## config.mk

```make
export PLATFORM = sky130hd
export DESIGN_NAME = iir_sequencer
export DESIGN_NICKNAME = d
export VERILOG_FILES = /design/src/rtl/iir_sequencer.sv
export SDC_FILE = /design/constraint.sdc
export NUM_CORES = 1
export LEC_CHECK = 0
export CAP_MARGIN = 20
export CORE_UTILIZATION = 46
export DETAILED_ROUTE_END_ITERATION = 7
export HOLD_SLACK_MARGIN = 0.06
export PLACE_DENSITY = 0.9
export SYNTH_ARGS = -nofsm -noshare
export SYNTH_HDL_FRONTEND = slang
export SYNTH_SLANG_ARGS = --single-unit
```

## constraint.sdc

```tcl
create_clock -name clk -period 3.6 [get_ports clk]
set_input_delay 0.72 -clock clk [delete_from_list [all_inputs] [get_ports clk]]
set_output_delay 0.72 -clock clk [all_outputs]
set_load 0.005 [all_outputs]
```

## src/rtl/iir_sequencer.sv

```systemverilog
// iir_sequencer: initiator side of the IIR filter once/done sample handshake.
// Generates a programmable sample tick. On each tick it latches the input sample
// onto x and issues a one-cycle once strobe. It then waits for done, captures y into
// result and pulses result_valid. Overruns (a tick while busy) and timeouts (done
// never returned) are flagged as sticky bits.
//
// Ports:
//   clk, rst        clock, asynchronous active-high reset
//   enable          runs the period counter / tick generation
//   period          sample period in clk cycles (0 and 1 behave as 2)
//   clr             clears the sticky flags (and drop_count when present)
//   sample          ADC sample, latched into x on an accepted tick
//   x, once         held sample and start strobe to the filter
//   done, y         completion strobe and result from the filter
//   result          captured filter output; result_valid pulses on update
//   busy            high while a transaction is outstanding (ISSUE/WAIT)
//   overrun         sticky: tick dropped while busy
//   timeout         sticky: WAIT aborted after TIMEOUT cycles
//   drop_count      only with IIR_SEQ_DROPCOUNT_EN: saturating count of
//                   dropped ticks plus timeouts
//
// Optional feature macro: IIR_SEQ_DROPCOUNT_EN
module iir_sequencer #(
  parameter int unsigned DATAWIDTH = 32,
  parameter int unsigned DIVWIDTH  = 16,
  parameter int unsigned TIMEOUT   = 1024
) (
  input  logic                 clk,
  input  logic                 rst,
  input  logic                 enable,
  input  logic [DIVWIDTH-1:0]  period,
  input  logic                 clr,
  input  logic [DATAWIDTH-1:0] sample,
  output logic [DATAWIDTH-1:0] x,
  output logic                 once,
  input  logic                 done,
  input  logic [DATAWIDTH-1:0] y,
  output logic [DATAWIDTH-1:0] result,
  output logic                 result_valid,
  output logic                 busy,
  output logic                 overrun,
`ifdef IIR_SEQ_DROPCOUNT_EN
  output logic                 timeout,
  output logic [15:0]          drop_count
`else
  output logic                 timeout
`endif
);

  localparam int unsigned WW = (TIMEOUT > 2) ? $clog2(TIMEOUT) : 1;
  localparam logic [WW-1:0] WLAST = WW'(TIMEOUT - 1);

  typedef enum logic [1:0] {ST_IDLE, ST_ISSUE, ST_WAIT} state_t;

  state_t              state;
  logic [DIVWIDTH-1:0] cnt;
  logic [DIVWIDTH-1:0] pm1;
  logic [WW-1:0]       wcnt;
  logic                tick;
  logic                drop;
  logic                to_evt;

  // Terminal count; the live period is compared, so a count already past a
  // shortened period free-runs to all-ones and wraps naturally.
  always_comb begin
    pm1 = period - DIVWIDTH'(1);
    if (period < DIVWIDTH'(2)) pm1 = DIVWIDTH'(1);
  end

  assign tick   = enable && (cnt == pm1);
  assign drop   = tick && (state != ST_IDLE);
  assign to_evt = (state == ST_WAIT) && !done && (wcnt == WLAST);

  // Sample-period counter
  always_ff @(posedge clk or posedge rst) begin
    if (rst)          cnt <= '0;
    else if (!enable) cnt <= '0;
    else if (tick)    cnt <= '0;
    else              cnt <= cnt + DIVWIDTH'(1);
  end

  // Handshake FSM with registered outputs
  always_ff @(posedge clk or posedge rst) begin
    if (rst) begin
      state        <= ST_IDLE;
      wcnt         <= '0;
      x            <= '0;
      result       <= '0;
      once         <= 1'b0;
      result_valid <= 1'b0;
      busy         <= 1'b0;
    end else begin
      once         <= 1'b0;
      result_valid <= 1'b0;
      case (state)
        ST_IDLE: begin
          if (tick) begin
            x     <= sample;
            once  <= 1'b1;
            busy  <= 1'b1;
            state <= ST_ISSUE;
          end
        end
        ST_ISSUE: begin
          wcnt  <= '0;
          state <= ST_WAIT;
        end
        ST_WAIT: begin
          // done takes priority over the timeout abort
          if (done) begin
            result       <= y;
            result_valid <= 1'b1;
            busy         <= 1'b0;
            state        <= ST_IDLE;
          end else if (to_evt) begin
            busy  <= 1'b0;
            state <= ST_IDLE;
          end else begin
            wcnt <= wcnt + WW'(1);
          end
        end
        default: begin
          busy  <= 1'b0;
          state <= ST_IDLE;
        end
      endcase
    end
  end

  // Sticky flags: a set event beats clr
  always_ff @(posedge clk or posedge rst) begin
    if (rst) begin
      overrun <= 1'b0;
      timeout <= 1'b0;
    end else begin
      if (drop)        overrun <= 1'b1;
      else if (clr)    overrun <= 1'b0;
      if (to_evt)      timeout <= 1'b1;
      else if (clr)    timeout <= 1'b0;
    end
  end

`ifdef IIR_SEQ_DROPCOUNT_EN
  logic [1:0]  n_evt;
  logic [16:0] dc_sum;

  assign n_evt  = {1'b0, drop} + {1'b0, to_evt};
  assign dc_sum = {1'b0, drop_count} + 17'(n_evt);

  // Saturating event counter; clr with a coincident event leaves 1
  always_ff @(posedge clk or posedge rst) begin
    if (rst)             drop_count <= '0;
    else if (clr)        drop_count <= (n_evt != 2'd0) ? 16'd1 : 16'd0;
    else if (dc_sum[16]) drop_count <= 16'hFFFF;
    else                 drop_count <= dc_sum[15:0];
  end
`endif

endmodule

```

### Word level (Yosys, flattened, before mapping)

Cells that the tools add are included.

* word-level logic and storage cells: 59
* flip-flop bits (word level): 97
* output and inout bits: 69
* bits of input ports: 85

* eq/ne operators: 8
* bitwise logic cells: 1
* reductions and logical operators: 15
* add/sub/neg operators: 3
* mux-type cells: 21
* magnitude comparators: 1

Operator list (count)
* $mux 16: 3
* $mux 10: 2
* $pmux 10 s2: 1
* $add 16x1->16 const B: 1
* $eq 16x16->1: 1
* $lt 16x2->1 const B: 1
* $sub 16x1->16 const B: 1
* $add 10x1->10 const B: 1
* $eq 10x10->1 const B: 1
* $mux 1: 10
* $reduce_bool 2->1: 4
* $mux 2: 3
* $ne 2x2->1 const B: 3
* $pmux 2 s3: 1
* $reduce_and 2->1: 3
* $reduce_and 3->1: 2
* $logic_and 1x1->1: 4
* $ne 3x3->1 const B: 1
* $pmux 1 s3: 1
* $eq 2x1->1 const B: 1
* $eq 2x2->1 const B: 1
* $logic_not 2->1: 1
* $logic_not 1->1: 1
* $not 1->1: 1

### Longest topological paths before layout

Gate-level depths: netlist of run 1.

* depth after elaboration: 6
* gate-level depth with buffers: 11
* mapped depth without buffers: 10

### Worst setup path before layout of run 1

Ideal clock, no wire load.

* kind: input-to-reg
* from: input period[0]
* to: register x[11]
* stages: 11
* path buffers: 1
* setup time: 125 ps
* path slack: 76 ps
* data arrival time: 3399 ps
* data required time: 3475 ps
* cell sequence: inv_1 -> ha_1 -> or3b_1 -> or3_1 -> a2111oi_1 -> a211oi_1 -> nor4_2 -> nand4_2 -> nor3_4 -> buf_6 -> mux2_2

* word-level cells in the longest chain between the ends: 5
* elaborated cells on any way between the ends: 6
* those cells by class: 1 x add/sub; 1 x order compare; 1 x eq/ne; 1 x mux; 2 x reduce/logical

RTL lines
* start: declaration: RTL line 31 `input logic [DIVWIDTH-1:0] period,`
* $sub 16x1->16 / $lt 16x2->1 (equally long branches): RTL line 66, 67
* $mux 16 *: RTL line 67 `if (period < DIVWIDTH'(2)) pm1 = DIVWIDTH'(1);`
* $eq 16x16->1 *: RTL line 70 `assign tick = enable && (cnt == pm1);`
* $logic_and 1x1->1 *: RTL line 70
* $reduce_and 2->1 (no line) *
* end signal: assignment: RTL line 98 `x <= sample;`
* end: declaration: RTL line 34 `output logic [DATAWIDTH-1:0] x,`

Every way passes the cells marked *; elsewhere a longest branch is shown, timed or not.
A chain may end at the register's enable or synchronous reset.

### Worst setup path after layout of run 1

* from: input period[6]
* to: register x[8]

The elaborated chain is that of the path after synthesis.

==> run summary, run 1 <==
Syn Nets: 551
via count: 4094
CTS tree: done
number of max-cap violations: 0
Worst-path clk slew: 0.10 ns
Inserted Clock Buffers: 9
vias in the first global route: 3993
Post-synth ARST share: 100%
worst path buffer plus inverter count: 4
Die Width: 103 um
PwrDens: 295 nW/um^2
Total Routing Usage GR: 22.5%
clk sinks: 97
pin count of the biggest net entering global routing: 64
GRT Residual Overflow: 0
Final Hold Fails: 0
first-pass GRT wire length: 18600 um
Port Buf Inserts: 153
Setup crit start kind: input port
vias per cell: 5.19
H-tree levels: 3
Syn Area/Cell: 10.1 um^2
synth warn: 0
most common cell after layout, fill and taps aside: clkdlybuf4s50_1
n_diodes: 0
DRT Pass-1 Iters: 6
critical path's largest stage delay: 0.53 ns
CP cell instances: clkdlybuf4s50_1 -> or4_4 -> or3_4 -> buf_6 -> a211oi_4 -> a211oi_2 -> nor4_2 -> nand4_2 -> nor3_4 -> buf_12 -> clkbuf_16 -> mux2_2
ranking of synthesized cells by area: dfrtp_1 52%, nand2_1 8.9%, mux2_2 7.2%
Synth cell types: 55
commonest non-fill, non-tap cells in the layout: 146 x clkdlybuf4s50_1, 111 x nand2_1, 97 x dfrtp_1, 38 x nor2_1, 33 x buf_4
wire per inst: 15.9 um
Post-Syn Area: 4690 um^2
drt total wl: 12500 um
HP Class: reg2reg
hold_buf cts: 0
Top FF cell, synth: dfrtp_1
Req. time, crit path: 3.84 ns
maximum vdd drop: 0.329 mV
fmax: 277 MHz
ratio of cells with drive above 1 in the final layout: 16.6%
worst skew pair latency: 0.36 ns
CTS root buffer: clkbuf_8
Tmin final: 3.61 ns
Iteration-0 DRC Markers: 192
Tot Pwr: 2.05 mW
cell count after synthesis: 463
Filler Cells Inserted: 708
leak pwr: 3.25 nW
Final Max Tran Viols: 0
# nets final: 739
initial core utilization: 47.7%
CP max stage cell: or4_4
final setup vio count: 10
die area: 10600 um^2
Synth top area share: 51.8%
core area: 9820 um^2
residual DRC count: 0
crit end category: flip-flop
Final period util: 100%
post-route antenna net violation count: 0
CP Max Fanout: 8
Arr. time, crit path: 3.85 ns
IO Pins: 154
Synth Register Bits: 97
status: finished with violations
DP Worst Slack: -0.370 ns
sequential share of the synthesized area: 51.8%
deepest clock path buffer count: 2
Die H: 103 um
initial antenna violation count: 0
crit path kind: in2reg
relative slew slack: 40.1%
flop2flop setup slack: 0.92 ns
CP top delay family: simple AND/OR/NAND/NOR gates
row count: 36
actual slew at the worst max-slew pin: 0.898 ns
P&R area growth vs syn: 48.7%
Setup Skew: 0.0282 ns
PnR worst setup slack: -0.0110 ns
Placer Congestion: 0.891
number of synthesized flops with an enable pin: 0
placed wire-length estimate: 8900 um
failing checks: negative setup slack
cell taking the most area after synthesis: dfrtp_1
-- registers in the layout, summed over array words and instances (netlist names) --
name / flops
wcnt: 10
x: 32
overrun: 1
cnt: 16
once: 1
timeout: 1
result_valid: 1
busy: 1
state: 2
result: 32
-- worst reg2reg max path, stage by stage, from the launching register on --
cell       delay [ns]
dfrtp_1          0.51
nor2b_1          0.16
o21ai_0          0.07
or2_2            0.28
a222oi_1         0.41
o211ai_1         0.24
nor3_4           0.26
buf_12           0.15
clkbuf_16        0.16
mux2_2           0.33
-- final cells by class --
type                    instances  area [um^2]  area share, %
flip-flops and latches         97         2430           34.8
multi-input cells             336         2170           31.2
repair buffers                194         1940           27.9
well taps                     133          166           2.39
clock buffers                   9          124           1.78
clock inverters                 7         87.6           1.26
inverters                      13         51.3          0.736
-- metal layers --
metal  up-vias  GRT usage (%)  part of all wire, %
met1      1978           28.5                   40
met3        10           6.31                  6.2
met2       145           38.8                   53
li1       1961              -                    -
met5         -              0                    0
met4         0           4.77                 0.89
-- final timing paths --
| check | endpoint | start | cells after the start |
|---|---|---|---|
| max reg2reg | x[8] | cnt[5] | 9 |
| min reg2reg | result[24] | result[24] | 2 |
| min | result[24] | result[24] | 2 |
| min in group asynchronous | x[27] | rst | 2 |
| max in group asynchronous | cnt[14] | rst | 3 |
| max | x[8] | period[6] | 12 |
-- cell families after synthesis --
group / count (synthesis) / share of synthesized area (%)
simple gates: 222 / 22.9
flops: 97 / 51.8
compound gates: 43 / 6.30
xor+xnor: 35 / 7.15
mux: 33 / 7.93
buf+inv: 30 / 3.12
fa+ha+maj: 3 / 0.801
-- report_power, final --
group,leakage [nW],internal (mW),switching [mW]
Combinational,1.80,0.127,0.0901
Clock,0.105,0.336,0.404
Sequential,1.35,1.09,0.00529
Total,3.25,1.55,0.500
-- cells in the mapped netlist (all sizes together) (2+ instances only) --
cell type,instances
o21ai,13
nand3,11
or4,2
nor4,7
nand3b,2
and3,8
buf,9
mux2,33
or2,5
ha,3
xor2,16
nand2,111
a21oi,5
dfrtp,97
nor2b,2
nand4,10
a211oi,3
nand2b,5
nor3,8
nand4b,2
o31ai,2
xnor2,17
a31oi,3
and4,2
o211ai,3
a32oi,2
or3,6
clkbuf,8
nor2,38
inv,13
-- stage by stage --
step / util (%) / hold WS [ns] / cell area [um^2] / instances / TNS, ns
2_1_floorplan: - / 0.470 / 4690 / 463 / 0
3_3_place_gp: 67.1 / 0.458 / 6590 / 768 / -10.32
3_5_place_dp: 67.1 / 0.462 / 6590 / 768 / -13.79
4_1_cts: 69.2 / 0.486 / 6800 / 784 / 0
5_1_grt: 71.0 / 0.504 / 6970 / 789 / -1.66
6_report: 71.0 / 0.482 / 6970 / 789 / -0.0576
-- what timing repair did --
action / CTS / global route
gates resized for setup: 0 / 22
setup buffers: 0 / 2
setup endpoints to repair: 0 / 41
hold endpoints to repair: 0 / 0
Power figures use the tool's default switching activity.
==> run 2, diff against run 1 <==
--- a/config.mk
+++ b/config.mk
@@ -9,5 +9,7 @@
 export CORE_UTILIZATION = 46
 export DETAILED_ROUTE_END_ITERATION = 7
+export GPL_TIMING_DRIVEN = 0
 export HOLD_SLACK_MARGIN = 0.06
+export MAX_ROUTING_LAYER = met4
 export PLACE_DENSITY = 0.9
 export SYNTH_ARGS = -nofsm -noshare
==> constraint.sdc (replaced) <==
create_clock -name clk -period 3.6 [get_ports clk]
set_input_delay 0.72 -clock clk [delete_from_list [all_inputs] [get_ports clk]]
set_output_delay 0.72 -clock clk [all_outputs]
set_load 0.02 [all_outputs]
==> run 2 against run 1 <==
Compared with the run above: the flow now finishes without violations; core utilization shrank 1.2 points; via count rose by 0.20%; clock power is 1% lower; largest cell class unchanged; largest power group unchanged; highest routed layer unchanged.
==> run summary, run 2 (same netlist as run 1, synthesis figures left out) <==
status: finished, final reports clean
sw power: 488 uW
CTS root buffer: clkbuf_8
PwrDens: 296 nW/um^2
sequential share of power: 54.1%
commonest non-fill, non-tap cells in the layout: 145 x clkdlybuf4s50_1, 111 x nand2_1, 97 x dfrtp_1, 38 x nor2_1, 30 x mux2_2
flop2flop setup slack: 0.88 ns
Filler Cells Inserted: 725
post-route antenna net violation count: 0
DRT Pass-1 Iters: 5
hold_buf cts: 0
Inserted Clock Buffers: 9
# nets final: 729
Req. time, crit path: 3.86 ns
top flop regs: result x32, x x32, cnt x16
Setup crit start kind: input port
initial core utilization: 47.7%
initial antenna violation count: 0
Setup Skew: 0.0160 ns
CTS tree: done
Worst-path clk slew: 0.10 ns
Worst Setup SP: period[6]
Total Routing Usage GR: 24.9%
vias per cell: 5.27
R2R cell count: 11
maximum vdd drop: 0.321 mV
Tmin final: 3.53 ns
Iteration-0 DRC Markers: 208
relative slew slack: 48.9%
Die Width: 103 um
pin count of the biggest net entering global routing: 54
crit path kind: in2reg
crit path to: x[28]
deepest clock path buffer count: 2
via count: 4102
setup TNS: 0 ns
non-filler cells, final: 779
number of max-cap violations: 0
first-pass GRT wire length: 19500 um
Inst Count DP: 747
Placer Congestion: 0.868
cell-internal power: 1.54 mW
clk sinks: 97
Port Buf Inserts: 150
leak pwr: 3.11 nW
die area: 10600 um^2
vias in the first global route: 4155
worst r2r dst: x[28]
residual DRC count: 0
Clk network pwr share: 36.0%
Final Hold Fails: 0
IO Pins: 154
sw frac: 24.1%
final core utilization: 69.8%
H-tree levels: 3
actual slew at the worst max-slew pin: 0.764 ns
GRT Residual Overflow: 0
PnR worst setup slack: 0.0709 ns
Die H: 103 um
P&R area growth vs syn: 46.1%
wire per inst: 16.0 um
placed wire-length estimate: 9180 um
RR Startpoint: cnt[5]
Arr. time, crit path: 3.78 ns
drt total wl: 12500 um
Logic pwr share: 9.9%
fmax: 283 MHz
Final Max Tran Viols: 0
Final period util: 98.0%
row count: 36
final setup vio count: 0
most common cell after layout, fill and taps aside: clkdlybuf4s50_1
core area: 9820 um^2
crit end category: flip-flop
HP Class: reg2reg
DP Worst Slack: -0.949 ns
CP Max Fanout: 10
n_diodes: 0
worst skew pair latency: 0.36 ns
ratio of cells with drive above 1 in the final layout: 15.5%
run 2: cell types whose count changed in the layout (fill, tap and decap cells not counted), moves of 2 or more:
cell and change:
buf_4 -19, clkbuf_1 +7, buf_2 +3, dlygate4sd2_1 +3, dlymetal6s2s_1 -7, clkbuf_16 -2, buf_12 -2, buf_8 +2
buf_1 +2
run 2: power groups by stage:
stage          registers (mW)  clock network [mW]  logic [mW]
3_3_place_gp             1.12                   0       0.181
4_1_cts                  1.10               0.750       0.197
6_report                 1.10               0.731       0.200
5_1_grt                  1.10               0.794       0.218
2_1_floorplan            1.12                   0      0.0717
3_5_place_dp             1.12                   0       0.190
run 2: how the worst min path moves through the flow:
| stage | start | endpoint | slack [ns] | cells after the start |
|---|---|---|---|---|
| final | result[17] | result[17] | 0.48 | 2 |
| after global routing | result[23] | result[23] | 0.50 | 2 |
| after CTS | result[19] | result[19] | 0.49 | 2 |
| after detailed placement | result[2] | result[2] | 0.46 | 2 |
| after global placement | result[30] | result[30] | 0.46 | 2 |
| after floorplan | cnt[0] | cnt[0] | 0.49 | 1 |
run 2: layout make-up:
type	instances	area (um^2)	share of cell area, %
Buffer	16	101	1.48
Clock buffer	9	124	1.81
Clock inverter	7	87.6	1.28
Inverter	13	51.3	0.749
Multi-Input combinational cell	336	2200	32.1
Sequential cell	97	2430	35.4
Tap cell	133	166	2.43
Timing Repair Buffer	168	1700	24.8
run 2: per-stage QoR:
step                      total power, mW  hold WS [ns]  area [um^2]
after floorplan                      1.19         0.491         4690
after global placement               1.30         0.459         6350
after detailed placement             1.31         0.461         6380
after CTS                            2.04         0.485         6760
after global routing                 2.11         0.500         6850
final                                2.03         0.482         6850
run 2: worst max-delay path, stage by stage:
cell and delay, ns:
dlygate4sd2_1 0.33, or4_4 0.56, or3_4 0.41, a2111oi_4 0.33, a211oi_2 0.10, nor4_2 0.21, nand4_2 0.19, nor3_4 0.21
buf_6 0.14, buf_12 0.11, buf_8 0.13, mux2_2 0.34
run 2: timing repair:
action,in CTS,in global routing
pin swaps,9,3
resized for setup,22,10
cloned,2,0
setup endpoints to repair,50,42
buffers inserted,9,6
run 2: layer usage:
metal | track usage [%] | vias up | share of wire [%]
met5 | - | - | 0
met4 | 5.53 | 0 | 1.1
met3 | 5.36 | 12 | 5.3
met2 | 42.5 | 132 | 53
met1 | 30.3 | 2019 | 41
li1 | - | 1939 | -
